<file path="config.mk">
export PLATFORM = sky130hd
export DESIGN_NAME = multicycle_control_flat
export DESIGN_NICKNAME = d
export VERILOG_FILES = /design/src/rtl/multicycle_control_if.sv /design/src/rtl/multicycle_control.sv /design/src/flat_wrapper.sv
export SDC_FILE = /design/constraint.sdc
export NUM_CORES = 1
export LEC_CHECK = 0
export CELL_PAD_IN_SITES_DETAIL_PLACEMENT = 2
export CELL_PAD_IN_SITES_GLOBAL_PLACEMENT = 2
export CORE_AREA = 2 2 59 61
export DETAILED_ROUTE_END_ITERATION = 6
export DIE_AREA = 0 0 61 63
export PLACE_DENSITY_LB_ADDON = 0.1
export SYNTH_ARGS = -nofsm -noshare
export SYNTH_HDL_FRONTEND = slang
export SYNTH_SLANG_ARGS = --single-unit
</file>
<file path="constraint.sdc">
create_clock -name clk -period 1.7 [get_ports clk]
set_input_delay 0.255 -clock clk [delete_from_list [all_inputs] [get_ports clk]]
set_output_delay 0.255 -clock clk [all_outputs]
set_load 0.1 [all_outputs]
</file>
<file path="src/rtl/multicycle_control_if.sv">
// Bundle of instruction fields, ALU flag and datapath controls exchanged
// between the multicycle control unit and the datapath.
interface multicycle_control_if;
  logic [6:0] op;
  logic [2:0] funct3;
  logic       funct7b5;
  logic       zero;
  logic [1:0] immSrc;
  logic [1:0] aluSrcA;
  logic [1:0] aluSrcB;
  logic [1:0] resultSrc;
  logic       adrSrc;
  logic [2:0] aluControl;
  logic       irWrite;
  logic       pcWrite;
  logic       regWrite;
  logic       memWrite;
  logic       illegal;
  logic [3:0] state;

  // Control unit side.
  modport slave (
    input  op, funct3, funct7b5, zero,
    output immSrc, aluSrcA, aluSrcB, resultSrc, adrSrc, aluControl,
           irWrite, pcWrite, regWrite, memWrite, illegal, state
  );

  // Datapath side.
  modport master (
    output op, funct3, funct7b5, zero,
    input  immSrc, aluSrcA, aluSrcB, resultSrc, adrSrc, aluControl,
           irWrite, pcWrite, regWrite, memWrite, illegal, state
  );
endinterface

</file>
<file path="src/rtl/multicycle_control.sv">
// Moore control FSM for the multicycle RISC-V core, with the immediate-format
// decoder and the ALU decoder.
module multicycle_control (
  input  logic                  clk,
  input  logic                  rst,
  multicycle_control_if.slave   ctrl
);

  typedef enum logic [3:0] {
    FETCH    = 4'd0,
    DECODE   = 4'd1,
    MEMADR   = 4'd2,
    MEMREAD  = 4'd3,
    MEMWB    = 4'd4,
    MEMWRITE = 4'd5,
    EXECUTER = 4'd6,
    EXECUTEI = 4'd7,
    ALUWB    = 4'd8,
    JAL      = 4'd9,
    BEQ      = 4'd10
  } state_e;

  localparam logic [6:0] OP_LW   = 7'b0000011;
  localparam logic [6:0] OP_SW   = 7'b0100011;
  localparam logic [6:0] OP_RTYP = 7'b0110011;
  localparam logic [6:0] OP_IALU = 7'b0010011;
  localparam logic [6:0] OP_JAL  = 7'b1101111;
  localparam logic [6:0] OP_BEQ  = 7'b1100011;

  state_e     state_q, state_d;
  logic [1:0] alu_op;
  logic       pc_update, branch;
  logic       ir_we, reg_we, mem_we, illegal_s;
  logic [1:0] alu_src_a, alu_src_b, result_src;
  logic       adr_src;
  logic [1:0] imm_src;
  logic [2:0] alu_ctrl;

  always_ff @(posedge clk) begin
    if (rst) state_q <= FETCH;
    else     state_q <= state_d;
  end

  always_comb begin
    state_d = FETCH;
    case (state_q)
      FETCH:    state_d = DECODE;
      DECODE: begin
        case (ctrl.op)
          OP_LW, OP_SW: state_d = MEMADR;
          OP_RTYP:      state_d = EXECUTER;
          OP_IALU:      state_d = EXECUTEI;
          OP_JAL:       state_d = JAL;
          OP_BEQ:       state_d = BEQ;
          default:      state_d = FETCH;
        endcase
      end
      MEMADR:   state_d = (ctrl.op == OP_LW) ? MEMREAD : MEMWRITE;
      MEMREAD:  state_d = MEMWB;
      MEMWB:    state_d = FETCH;
      MEMWRITE: state_d = FETCH;
      EXECUTER: state_d = ALUWB;
      EXECUTEI: state_d = ALUWB;
      JAL:      state_d = ALUWB;
      ALUWB:    state_d = FETCH;
      BEQ:      state_d = FETCH;
      default:  state_d = FETCH;
    endcase
  end

  always_comb begin
    alu_op     = 2'b00;
    pc_update  = 1'b0;
    branch     = 1'b0;
    ir_we      = 1'b0;
    reg_we     = 1'b0;
    mem_we     = 1'b0;
    illegal_s  = 1'b0;
    alu_src_a  = 2'b00;
    alu_src_b  = 2'b00;
    result_src = 2'b00;
    adr_src    = 1'b0;
    case (state_q)
      FETCH: begin
        ir_we      = 1'b1;
        alu_src_b  = 2'b10;
        result_src = 2'b10;
        pc_update  = 1'b1;
      end
      DECODE: begin
        alu_src_a = 2'b01;
        alu_src_b = 2'b01;
        illegal_s = !(ctrl.op inside {OP_LW, OP_SW, OP_RTYP, OP_IALU, OP_JAL, OP_BEQ});
      end
      MEMADR: begin
        alu_src_a = 2'b10;
        alu_src_b = 2'b01;
      end
      MEMREAD:  adr_src = 1'b1;
      MEMWB: begin
        result_src = 2'b01;
        reg_we     = 1'b1;
      end
      MEMWRITE: begin
        adr_src = 1'b1;
        mem_we  = 1'b1;
      end
      EXECUTER: begin
        alu_src_a = 2'b10;
        alu_op    = 2'b10;
      end
      EXECUTEI: begin
        alu_src_a = 2'b10;
        alu_src_b = 2'b01;
        alu_op    = 2'b10;
      end
      ALUWB:    reg_we = 1'b1;
      JAL: begin
        alu_src_a = 2'b01;
        alu_src_b = 2'b10;
        pc_update = 1'b1;
      end
      BEQ: begin
        alu_src_a = 2'b10;
        alu_op    = 2'b01;
        branch    = 1'b1;
      end
      default: ;
    endcase
  end

  always_comb begin
    case (ctrl.op)
      OP_SW:   imm_src = 2'b01;
      OP_BEQ:  imm_src = 2'b10;
      OP_JAL:  imm_src = 2'b11;
      default: imm_src = 2'b00;
    endcase
  end

  always_comb begin
    alu_ctrl = 3'b000;
    case (alu_op)
      2'b01: alu_ctrl = 3'b001;
      2'b10: begin
        case (ctrl.funct3)
          3'b000:  alu_ctrl = (ctrl.op[5] && ctrl.funct7b5) ? 3'b001 : 3'b000;
          3'b010:  alu_ctrl = 3'b101;
          3'b110:  alu_ctrl = 3'b011;
          3'b111:  alu_ctrl = 3'b010;
          default: alu_ctrl = 3'b000;
        endcase
      end
      default: alu_ctrl = 3'b000;
    endcase
  end

  // Write enables and the illegal flag are suppressed while reset is held,
  // so an instruction interrupted by reset never commits anything.
  assign ctrl.irWrite    = ir_we  & ~rst;
  assign ctrl.regWrite   = reg_we & ~rst;
  assign ctrl.memWrite   = mem_we & ~rst;
  assign ctrl.pcWrite    = (pc_update | (branch & ctrl.zero)) & ~rst;
  assign ctrl.illegal    = illegal_s & ~rst;
  assign ctrl.immSrc     = imm_src;
  assign ctrl.aluSrcA    = alu_src_a;
  assign ctrl.aluSrcB    = alu_src_b;
  assign ctrl.resultSrc  = result_src;
  assign ctrl.adrSrc     = adr_src;
  assign ctrl.aluControl = alu_ctrl;
  assign ctrl.state      = state_q;

endmodule

</file>
<file path="src/flat_wrapper.sv">
// flat-port wrapper written by rule: the top's interface ports become plain ports
module multicycle_control_flat 
  (clk, rst, ctrl_op, ctrl_funct3, ctrl_funct7b5, ctrl_zero, ctrl_immSrc, ctrl_aluSrcA, ctrl_aluSrcB, ctrl_resultSrc, ctrl_adrSrc, ctrl_aluControl, ctrl_irWrite, ctrl_pcWrite, ctrl_regWrite, ctrl_memWrite, ctrl_illegal, ctrl_state);
  multicycle_control_if ctrl_i ();
  input  logic clk;
  input  logic rst;
  input wire logic [$bits(ctrl_i.op)-1:0] ctrl_op;
  input wire logic [$bits(ctrl_i.funct3)-1:0] ctrl_funct3;
  input wire logic [$bits(ctrl_i.funct7b5)-1:0] ctrl_funct7b5;
  input wire logic [$bits(ctrl_i.zero)-1:0] ctrl_zero;
  output wire logic [$bits(ctrl_i.immSrc)-1:0] ctrl_immSrc;
  output wire logic [$bits(ctrl_i.aluSrcA)-1:0] ctrl_aluSrcA;
  output wire logic [$bits(ctrl_i.aluSrcB)-1:0] ctrl_aluSrcB;
  output wire logic [$bits(ctrl_i.resultSrc)-1:0] ctrl_resultSrc;
  output wire logic [$bits(ctrl_i.adrSrc)-1:0] ctrl_adrSrc;
  output wire logic [$bits(ctrl_i.aluControl)-1:0] ctrl_aluControl;
  output wire logic [$bits(ctrl_i.irWrite)-1:0] ctrl_irWrite;
  output wire logic [$bits(ctrl_i.pcWrite)-1:0] ctrl_pcWrite;
  output wire logic [$bits(ctrl_i.regWrite)-1:0] ctrl_regWrite;
  output wire logic [$bits(ctrl_i.memWrite)-1:0] ctrl_memWrite;
  output wire logic [$bits(ctrl_i.illegal)-1:0] ctrl_illegal;
  output wire logic [$bits(ctrl_i.state)-1:0] ctrl_state;
  assign ctrl_i.op = ctrl_op;
  assign ctrl_i.funct3 = ctrl_funct3;
  assign ctrl_i.funct7b5 = ctrl_funct7b5;
  assign ctrl_i.zero = ctrl_zero;
  assign ctrl_immSrc = ctrl_i.immSrc;
  assign ctrl_aluSrcA = ctrl_i.aluSrcA;
  assign ctrl_aluSrcB = ctrl_i.aluSrcB;
  assign ctrl_resultSrc = ctrl_i.resultSrc;
  assign ctrl_adrSrc = ctrl_i.adrSrc;
  assign ctrl_aluControl = ctrl_i.aluControl;
  assign ctrl_irWrite = ctrl_i.irWrite;
  assign ctrl_pcWrite = ctrl_i.pcWrite;
  assign ctrl_regWrite = ctrl_i.regWrite;
  assign ctrl_memWrite = ctrl_i.memWrite;
  assign ctrl_illegal = ctrl_i.illegal;
  assign ctrl_state = ctrl_i.state;
  multicycle_control u_core (.clk(clk), .rst(rst), .ctrl(ctrl_i));
endmodule
</file>
==> results of run 1 <==
## through the flow
| stage | hold slack [ns] | setup TNS, ns | cells | power [mW] | setup slack (ns) |
|---|---|---|---|---|---|
| 2_1_floorplan | 0.3177 | -4.936 | 78 | 0.3048 | -0.5609 |
| 3_3_place_gp | 0.6778 | -0.7414 | 181 | 0.4660 | -0.1877 |
| 3_5_place_dp | 0.6970 | -1.013 | 181 | 0.4746 | -0.2637 |
| 4_1_cts | 0.6380 | -1.078 | 186 | 0.6137 | -0.1932 |
| 5_1_grt | 0.5621 | -1.197 | 189 | 0.6542 | -0.2098 |
| 6_report | 0.5149 | -0.7636 | 189 | 0.6237 | -0.1546 |
## worst min-delay path by stage
stage	from	end	slack [ns]	cells past startpoint
global route	ctrl_op[4]	u_core.ctrl.state[2]$_SDFF_PP0_	0.56	4
CTS	ctrl_op[3]	u_core.ctrl.state[1]$_SDFF_PP0_	0.64	5
floorplan	rst	u_core.ctrl.state[3]$_SDFF_PP0_	0.32	1
finish	ctrl_op[4]	u_core.ctrl.state[2]$_SDFF_PP0_	0.51	4
global placement	u_core.ctrl.state[0]$_SDFF_PP0_	u_core.ctrl.state[0]$_SDFF_PP0_	0.68	2
detailed placement	u_core.ctrl.state[0]$_SDFF_PP0_	u_core.ctrl.state[0]$_SDFF_PP0_	0.70	2
## worst min-delay path: stages
cell,delay (ns)
dlymetal6s2s_1,0.14
buf_4,0.16
nand3_1,0.07
a31oi_1,0.08
## cells by family after synthesis
group | after synthesis | share of synthesized area [%]
and+or+nand+nor | 41 | 42.72
AOI/OAI and AO/OA | 15 | 21.36
buffers and inverters | 12 | 9.625
xor gates and xnor gates | 4 | 6.574
DFF | 4 | 15.02
adders and majority gates | 2 | 4.694
## report_power, final
part / switching, mW / total, mW / internal [mW] / leakage (nW)
sequential: 0.00327 / 0.0954 / 0.0921 / 0.0355
combinational: 0.243 / 0.414 / 0.170 / 0.647
clock: 0.0359 / 0.115 / 0.0788 / 0.0138
## layout make-up
type	count	area, um2	area share (%)
Tap cell	46	57.56	3.215
Inverter	7	26.28	1.468
Sequential cell	4	95.09	5.311
Multi-Input combinational cell	62	754.5	42.14
Clock buffer	3	22.52	1.258
Timing Repair Buffer	67	834.6	46.61
## routing by layer
layer | up-vias | GRT usage [%] | wire length [um]
met1 | 439 | 21.35 | 1321
met5 | - | 0 | 0
met3 | 6 | 2.692 | 180
met4 | 0 | 5.435 | 71
met2 | 37 | 36.16 | 2166
li1 | 416 | - | -
## synth_stat cells
master	n
nor2_1	9
inv_1	7
nor3_1	7
buf_2	5
nand2_1	5
a21oi_1	4
dfxtp_1	4
nand2b_1	4
nor4_1	4
or3_1	3
a31o_2	2
a31oi_1	2
ha_1	2
xnor2_1	2
xor2_1	2
a2111oi_0	1
a2111oi_2	1
a211oi_1	1
a221o_1	1
nand2b_4	1
nand3_1	1
nand3b_1	1
nand4_1	1
nor2b_1	1
nor3_2	1
nor3b_1	1
nor4b_1	1
o21ai_0	1
o22a_1	1
o32ai_1	1
or2_0	1
## timing repair
| item | 4_1_cts | 5_1_grt |
|---|---|---|
| resized for setup | 22 | 10 |
| hold buffers | 0 | 0 |
| endpoints found under the setup margin | 11 | 12 |
| buffers inserted | 2 | 3 |
| pin swaps | 9 | 8 |
==> run metrics, run 1 <==
dpl hpwl=2.479 mm; Chip Width=around 61 um; DRT iter0 DRCs=14; layout filler cell count=between 300 and 400; total gr overflow=0; core area=about 3200 um2; Worst Skew=0.0004468 ns; largest net degree at the start of global routing=11; RSZ-0062 raised after global routing=yes; failing checks=negative setup slack; Die ar.=between 3000 and 4000 um2; Rows=21; final setup fails=6; n_diodes=0; syn nets=between 90 and 100; Peak VDD IR=0.1390 mV; Max-slew headroom=between 70% and 80%; Synth area leaders=dfxtp_1, nor3_1, nor2_1; worst skew pair latency=between 0.2 and 0.25 ns; global-route wire length before repair=about 5.6 mm; Die Height=63 um; Critical Path Start Type=flip-flop; slowest stage delay, CP=about 0.37 ns; final hold vios=0; Layout Nets=~160; R2R depth=4; min Tclk post-route=1.855 ns; Reg-to-Reg Start=u_core.ctrl.state[3]$_SDFF_PP0_; area grow syn2layout=235.9%; total CTS buffers=3; share of layout cells above drive strength 1=between 60 and 70%; I/O Pins=35; number of vias per cell=4.751; Tightest Hold Check Type=input pin to flip-flop; fin. max-slew vios=0; worst path cell trace=nand3b_1 -> ha_4 -> nor3_4 -> buf_12; max reg flops=4; commonest cells after routing, fill and taps aside=buf_4, buf_12, nor3_4; Crit. End Element=output pin; number of global-route vias before repair=between 1000 and 1500; All-Layer GR Usage=19.24%; initial antenna violation count=0; mapped cell area=around 530 um2; Worst-path clk slew=around 0.040 ns; routed len/inst=a little under 20 um; CTS tree=yes; post-synthesis sequential area ratio=roughly 15%; arrival time of the worst setup path=approximately 1.6 ns; DR DRC count=0; max-cap viol count=0; Critical Path Stages=4; critical path's top delay family=simple AND/OR/NAND/NOR gates; clk sink count=4; Req. time, crit path=about 1.4 ns; commonest non-fill, non-tap cell in the layout=buf_4; Slew @ Worst Pin=roughly 0.35 ns; htree depth=1; crit path to=ctrl_aluControl[1]; placed inst area=1600 um2; CP Class=flip-flop to output pin; Max Fclk=roughly 540 MHz; top-area cell type share of the netlist area=approximately 15%; critical path buffer and inverter count=1; post-route cell area=between 1500 and 2000 um2; Starting Density=16.49%; Reg2Reg Setup Slack=roughly 0.26 ns; crit-path max FO=6; Util after Layout=about 55%; CTS max path bufs=2; fin worst setup slack=-0.1546 ns; status=complete, but fails checks; root buffer cell=clkbuf_4; area leader, netlist=dfxtp_1; detailed-route via count=between 800 and 900; Yosys warning total=0; LEAKAGE=around 0.7 nW; Post-Syn Instances=between 70 and 80; Total Wirelength=between 3 and 4 mm; Worst path slowest cell=dfxtp_4; Netlist cell types=31; TritonRoute pass-1 iters=4; post-synthesis register bit count=4; routability cong.=approximately 0.79; PwrDens=between 300 and 400 nW/um2; CP startpoint=u_core.ctrl.state[3]$_SDFF_PP0_; post-route ant nets=0; final period utilization=109.1%; Avg Inst Size Synth=about 6.8 um2; Crit Reg-Reg Endpoint=u_core.ctrl.state[2]$_SDFF_PP0_; Port Buffer Count=34
No activity file was read; power rests on OpenSTA's default activity.
==> run 2: changes to the inputs <==
--- a/config.mk
+++ b/config.mk
@@ -11,6 +11,7 @@
 export DETAILED_ROUTE_END_ITERATION = 6
 export DIE_AREA = 0 0 61 63
 export PLACE_DENSITY_LB_ADDON = 0.1
+export SKIP_CTS_REPAIR_TIMING = 1
 export SYNTH_ARGS = -nofsm -noshare
 export SYNTH_HDL_FRONTEND = slang
 export SYNTH_SLANG_ARGS = --single-unit
==> run 2 against run 1 <==
The run still ends with negative setup slack left. Clock-buffer cell count unchanged. Highest routed layer is now met3. Cell area up 0.98%. Critical path type unchanged. Die area unchanged. Fmax down 1.1%. Non-clock buffer count up 3. Via count down 2.8%. Sequential power down 0.7%. Clock power up 7%. Worst hold slack better by 0.016 ns. Critical path depth unchanged. Final cell count up 1.6%.
==> run metrics, run 2 (synthesized netlist as in run 1, its figures left out) <==
Layout Nets=164 (+1.9%); Reg2Reg Setup Slack=0.30 ns (+0.04 ns); fin worst setup slack=-0.1752 ns (-0.02057 ns); Max-slew headroom=77.54% (+1.5 points); share of layout cells above drive strength 1=69.86% (about the same); Hold Path Sink=u_core.ctrl.state[2]$_SDFF_PP0_; routed len/inst=17.68 um (-11%); CTS tree=yes; TritonRoute pass-1 iters=2 (-2); Reg-to-Reg Start=u_core.ctrl.state[2]$_SDFF_PP0_; DRT iter0 DRCs=17 (+3); Peak VDD IR=0.1644 mV (+18%); commonest non-fill, non-tap cell in the layout=buf_4; CTS max path bufs=2 (unchanged); hold depth=4 (unchanged); crit-path max FO=5 (-1); RSZ-0062 raised after global routing=yes; final hold vios=0 (unchanged); largest net degree at the start of global routing=11 (unchanged); R2R depth=4 (unchanged); layout filler cell count=315 (+1.3%); fin. max-slew vios=0 (unchanged); post-route ant nets=0 (unchanged); dpl hpwl=2.479 mm (unchanged); htree depth=1 (unchanged); Die ar.=3843 um2 (unchanged); root buffer cell=clkbuf_4; critical path buffer and inverter count=1 (unchanged); max-cap viol count=0 (unchanged); max reg flops=4 (unchanged); final period utilization=110.3% (+1.2 points); All-Layer GR Usage=16.63% (-2.6 points); Crit Reg-Reg Endpoint=u_core.ctrl.state[2]$_SDFF_PP0_; Tightest Hold Check Type=input pin to flip-flop; Util after Layout=55.94% (+0.54 points); Port Buffer Count=34 (unchanged); core area=3232 um2 (unchanged); Crit. End Element=output pin; Starting Density=16.49% (unchanged); status=complete, but fails checks; Die Height=63 um (unchanged); Worst Skew=0.006241 ns (+0.005795 ns); PwrDens=347.2 nW/um2 (-0.34%); initial antenna violation count=0 (unchanged); n_diodes=0 (unchanged); Rows=21 (unchanged); LEAKAGE=0.7451 nW (+7.0%); number of global-route vias before repair=997 (-5.7%); Fin Hold WS=0.5312 ns (+0.01623 ns); min-delay src=ctrl_op[4]; global-route wire length before repair=4.892 mm (-12%); Critical Path Start Type=flip-flop; DR DRC count=0 (unchanged); arrival time of the worst setup path=1.62 ns (+0.02 ns); final setup fails=8 (+2); Slew @ Worst Pin=0.3341 ns (-0.02014 ns); I/O Pins=35 (unchanged); critical path's top delay family=simple AND/OR/NAND/NOR gates; min Tclk post-route=1.875 ns (+0.02057 ns); Total Wirelength=3.395 mm (-9.2%); number of vias per cell=4.547 (-4.3%); worst path cell trace=or2_1 -> or3_4 -> nor3_4 -> buf_12; Req. time, crit path=1.44 ns (about the same); detailed-route via count=873 (-2.8%); CP Class=flip-flop to output pin; worst skew pair latency=0.24 ns (about the same); Final Non-Filler Cells=192 (+1.6%); Worst path slowest cell=dfxtp_4; slowest stage delay, CP=0.36 ns (about the same); dpl cells=181 (unchanged); total gr overflow=0 (unchanged); Worst-path clk slew=0.04 ns (about the same); Max Fclk=533.3 MHz (-1.1%); routability cong.=0.7938 (unchanged); commonest cells after routing, fill and taps aside=buf_4, buf_12, nor3_4; Chip Width=61 um (unchanged); total CTS buffers=3 (unchanged); area grow syn2layout=239.2%; failing checks=negative setup slack; clk sink count=4 (unchanged)
## run 2: changes by cell type in the layout (fill, tap and decap cells not counted), sizes merged
cell,before,now
buf,54,57
dlygate4sd2,3,0
clkdlybuf4s15,1,0
dlymetal6s2s,3,7
## run 2: layer usage
metal	global-route usage, %	up-vias	wire (um)
met3	2.070	0	117
met4	3.533	0	0
li1	-	415	-
met2	31.32	26	1972
met1	19.10	432	1305
met5	0	-	0
## run 2: worst max-delay path by stage
stage / endpoint / cells after the start / from
floorplan: ctrl_regWrite / 3 / u_core.ctrl.state[3]$_SDFF_PP0_
global placement: ctrl_immSrc[0] / 5 / ctrl_op[6]
detailed placement: ctrl_immSrc[0] / 5 / ctrl_op[6]
CTS: ctrl_immSrc[0] / 5 / ctrl_op[6]
global route: ctrl_aluControl[1] / 6 / u_core.ctrl.state[3]$_SDFF_PP0_
finish: ctrl_illegal / 4 / u_core.ctrl.state[2]$_SDFF_PP0_
## run 2: power by group
part | internal, mW | switching [mW] | total [mW]
Sequential | 0.0919 | 0.00284 | 0.0947
Combinational | 0.173 | 0.236 | 0.410
Clock | 0.0793 | 0.0438 | 0.123
Total | 0.345 | 0.283 | 0.628
## run 2: worst reg2reg max path, cell delays in order (launching register included)
cell	delay (ns)
dfxtp_4	0.36
or2_1	0.26
buf_6	0.15
or3_1	0.36
a31oi_1	0.19
## run 2: stage by stage
stage | power (mW) | area [um2] | setup WS (ns) | TNS, ns
2_1_floorplan | 0.3048 | 853.3 | -0.5609 | -4.936
3_3_place_gp | 0.4660 | 1600 | -0.1877 | -0.7414
3_5_place_dp | 0.4746 | 1600 | -0.2637 | -1.013
4_1_cts | 0.5957 | 1623 | -0.2729 | -1.734
5_1_grt | 0.6577 | 1808 | -0.2420 | -1.484
6_report | 0.6277 | 1808 | -0.1752 | -0.9246
## run 2: layout make-up
cell class | count | area [um2] | share of cell area [%]
clock buffers | 3 | 22.52 | 1.246
inverters | 7 | 26.28 | 1.453
multi-input cells | 62 | 742.0 | 41.04
flip-flops and latches | 4 | 95.09 | 5.260
well taps | 46 | 57.56 | 3.183
repair buffers | 70 | 864.6 | 47.82
==> run 3: changes to the inputs <==
--- a/config.mk
+++ b/config.mk
@@ -5,11 +5,13 @@
 export SDC_FILE = /design/constraint.sdc
 export NUM_CORES = 1
 export LEC_CHECK = 0
+export ABC_AREA = 1
+export CAP_MARGIN = 20
 export CELL_PAD_IN_SITES_DETAIL_PLACEMENT = 2
 export CELL_PAD_IN_SITES_GLOBAL_PLACEMENT = 2
-export CORE_AREA = 2 2 59 61
+export CORE_AREA = 2 2 62 64
 export DETAILED_ROUTE_END_ITERATION = 6
-export DIE_AREA = 0 0 61 63
+export DIE_AREA = 0 0 64 66
 export PLACE_DENSITY_LB_ADDON = 0.1
 export SKIP_CTS_REPAIR_TIMING = 1
 export SYNTH_ARGS = -nofsm -noshare
==> run 3 against run 2 <==
Cell area down 13%. First-iteration DRC count decreased by 41%. Flip-flop and latch count stayed put. Global-route usage decreased by 4.1 points. Wire length fell by 23%. Utilization decreased by 11 points. Critical path type unchanged. Critical endpoint is now ctrl_aluControl[0]. Total power decreased by 11%. Die area grew 9.9%. Critical path depth grew 4. Final cell count is 6.8% higher. The run still ends with negative setup slack left.
==> run metrics, run 3 <==
share of layout cells above drive strength 1=62.42% (-7.4 points); Crit. End Element=output pin; Yosys warning total=0 (unchanged); Chip Width=64 um (+4.9%); Avg Inst Size Synth=5.798 um2 (-15%); Synth area leaders=nand2_1, dfxtp_1, inv_1; post-route ant nets=0 (unchanged); LEAKAGE=0.7196 nW (-3.4%); Post-Syn Instances=101 (+29%); n_diodes=0 (unchanged); core area=3551 um2 (+9.9%); post-synthesis sequential area ratio=13.68% (-1.3 points); fin worst setup slack=-0.2167 ns (-0.04155 ns); Critical Path Start Type=flip-flop; fin. max-slew vios=0 (unchanged); area leader, netlist=nand2_1; syn nets=117 (+24%); Post-synth EDFFs=0 (unchanged); clock power share=22.2% (+2.6 points); dpl hpwl=2.289 mm (-7.7%); Req. time, crit path=1.44 ns (about the same); Total Wirelength=2.608 mm (-23%); Worst Skew=0.0005821 ns (-0.005659 ns); largest net degree at the start of global routing=8 (-3); CP Class=flip-flop to output pin; CTS tree=yes; max reg flops=4 (unchanged); Sw Pwr=0.2576 mW (-9.0%); All-Layer GR Usage=12.55% (-4.1 points); min Tclk post-route=1.917 ns (+0.04154 ns); worst skew pair latency=0.24 ns (about the same); Switching Fraction=46.01% (+0.93 points); GRT met1 Usage=13.00% (-6.1 points); GRT met3 Usage=0.1704% (-1.9 points); number of global-route vias before repair=910 (-8.7%); CTS max path bufs=2 (unchanged); M2 GR Usage=27.08% (-4.2 points); slowest stage delay, CP=0.34 ns (-0.02 ns); critical path's top delay family=buffers and inverters; cell with the most instances after synthesis=nand2_1; crit-path max FO=4 (-1); busiest grt layer=met2; Port Buffer Count=34 (unchanged); number of vias per cell=4.112 (-9.6%); final hold vios=0 (unchanged); Post-synth top cells=nand2_1, inv_1, nor2_1; routability cong.=0.7583 (-4.5%); final setup fails=6 (-2); routed len/inst=12.72 um (-28%); top-area cell type share of the netlist area=16.03% (+1.0 points); post-synthesis register bit count=4 (unchanged); Final Non-Filler Cells=205 (+6.8%); Rows=22 (+4.8%); DRT iter0 DRCs=10 (-7); I/O Pins=35 (unchanged); Netlist cell types=20 (-35%); total CTS buffers=3 (unchanged); Peak VDD IR=0.1032 mV (-37%); PwrDens=354.0 nW/um2 (+2.0%); initial antenna violation count=0 (unchanged); worst path cell trace=buf_4 -> nor2_4 -> nand2_4 -> inv_2 -> ha_4 -> nand4_1 -> a21oi_4 -> buf_12; dominant synthesized flop cell=dfxtp_1; asr flop ratio synth=0% (unchanged); Layout Nets=175 (+6.7%); cell-internal power=0.3023 mW (-12%); Slew @ Worst Pin=0.2266 ns (-0.1075 ns); Final Total Pwr=0.5598 mW (-11%); area grow syn2layout=170.1%; max-cap viol count=0 (unchanged); Max-slew headroom=84.86% (+7.3 points); Starting Density=16.49% (about the same); root buffer cell=clkbuf_4; dpl cells=200 (+10%); global-route wire length before repair=4.153 mm (-15%); RSZ-0062 raised after global routing=yes; sequential share of power=16.8% (+1.7 points); critical path buffer and inverter count=3 (+2); status=complete, but fails checks; total gr overflow=0 (unchanged); commonest non-fill, non-tap cell in the layout=buf_12; Worst-path clk slew=0.04 ns (about the same); detailed-route via count=843 (-3.4%); DR DRC count=0 (unchanged); Tightest Hold Check Type=input pin to flip-flop; Comb pwr share=61.0% (-4.3 points); Worst path slowest cell=dfxtp_4; arrival time of the worst setup path=1.66 ns (+0.04 ns); mapped cell area=585.6 um2 (+9.9%); commonest cells after routing, fill and taps aside=buf_12, buf_4, nand2_1; Sum Neg Setup Slack=-0.6587 ns (+0.2660 ns); htree depth=1 (unchanged); final period utilization=112.7% (+2.4 points); failing checks=negative setup slack; TritonRoute pass-1 iters=4 (+2); Die Height=66 um (+4.8%); Max Fclk=521.7 MHz (-2.2%); Die ar.=4224 um2 (+9.9%); clk sink count=4 (unchanged)
-- run 3: cells by family after synthesis --
group | synth area share (%)
simple gates | 57.48
buf+inv | 13.46
compound gates | 11.11
flops | 13.68
fa+ha+maj | 4.273
-- run 3: worst paths after layout --
kind | start | to | slack [ns] | cells after the start
max reg2reg | u_core.ctrl.state[3]$_SDFF_PP0_ | u_core.ctrl.state[2]$_SDFF_PP0_ | 0.47 | 9
max | u_core.ctrl.state[3]$_SDFF_PP0_ | ctrl_aluControl[0] | -0.22 | 8
min reg2reg | u_core.ctrl.state[0]$_SDFF_PP0_ | u_core.ctrl.state[0]$_SDFF_PP0_ | 0.58 | 3
min | ctrl_op[3] | u_core.ctrl.state[0]$_SDFF_PP0_ | 0.57 | 7
-- run 3: tightest hold or removal path: cells and delay by family --
family	cells	cell delay (ns)
AND/OR/NAND/NOR	5	0.35
buffers and inverters	1	0.13
AO/OA/AOI/OAI	1	0.05
-- run 3: cell type report --
cell class / count / area [um2]
fill: 385 / 1969
clock buffer: 3 / 22.52
sequential: 4 / 95.09
multi-input combinational: 76 / 609.3
tap: 48 / 60.06
inverter: 20 / 82.58
timing repair buffer: 54 / 711.9
-- run 3: routing by layer --
layer / wire length [um] / part of all wire [%] / up-vias
met3: 74 / 2.8 / 0
met2: 1601 / 61 / 20
li1: - / - / 420
met5: 0 / 0 / -
met4: 0 / 0 / 0
met1: 933 / 36 / 403
-- run 3: power groups by stage --
stage          Sequential [mW]  Combinational, mW  Clock, mW
6_report                0.0941              0.341      0.125
5_1_grt                 0.0944              0.357      0.130
4_1_cts                 0.0941              0.338      0.126
3_5_place_dp            0.0957              0.337          0
3_3_place_gp            0.0954              0.332          0
2_1_floorplan            0.113              0.175          0
-- run 3: per-stage QoR --
stage | worst slack [ns] | utilization [%] | hold slack, ns | area (um2)
2_1_floorplan | -0.4987 | - | 0.4539 | 744.5
3_3_place_gp | -0.05861 | 41.86 | 0.5646 | 1486
3_5_place_dp | -0.1106 | 41.86 | 0.5707 | 1486
4_1_cts | -0.2819 | 42.49 | 0.5778 | 1509
5_1_grt | -0.2751 | 44.54 | 0.6046 | 1582
6_report | -0.2167 | 44.54 | 0.5723 | 1582
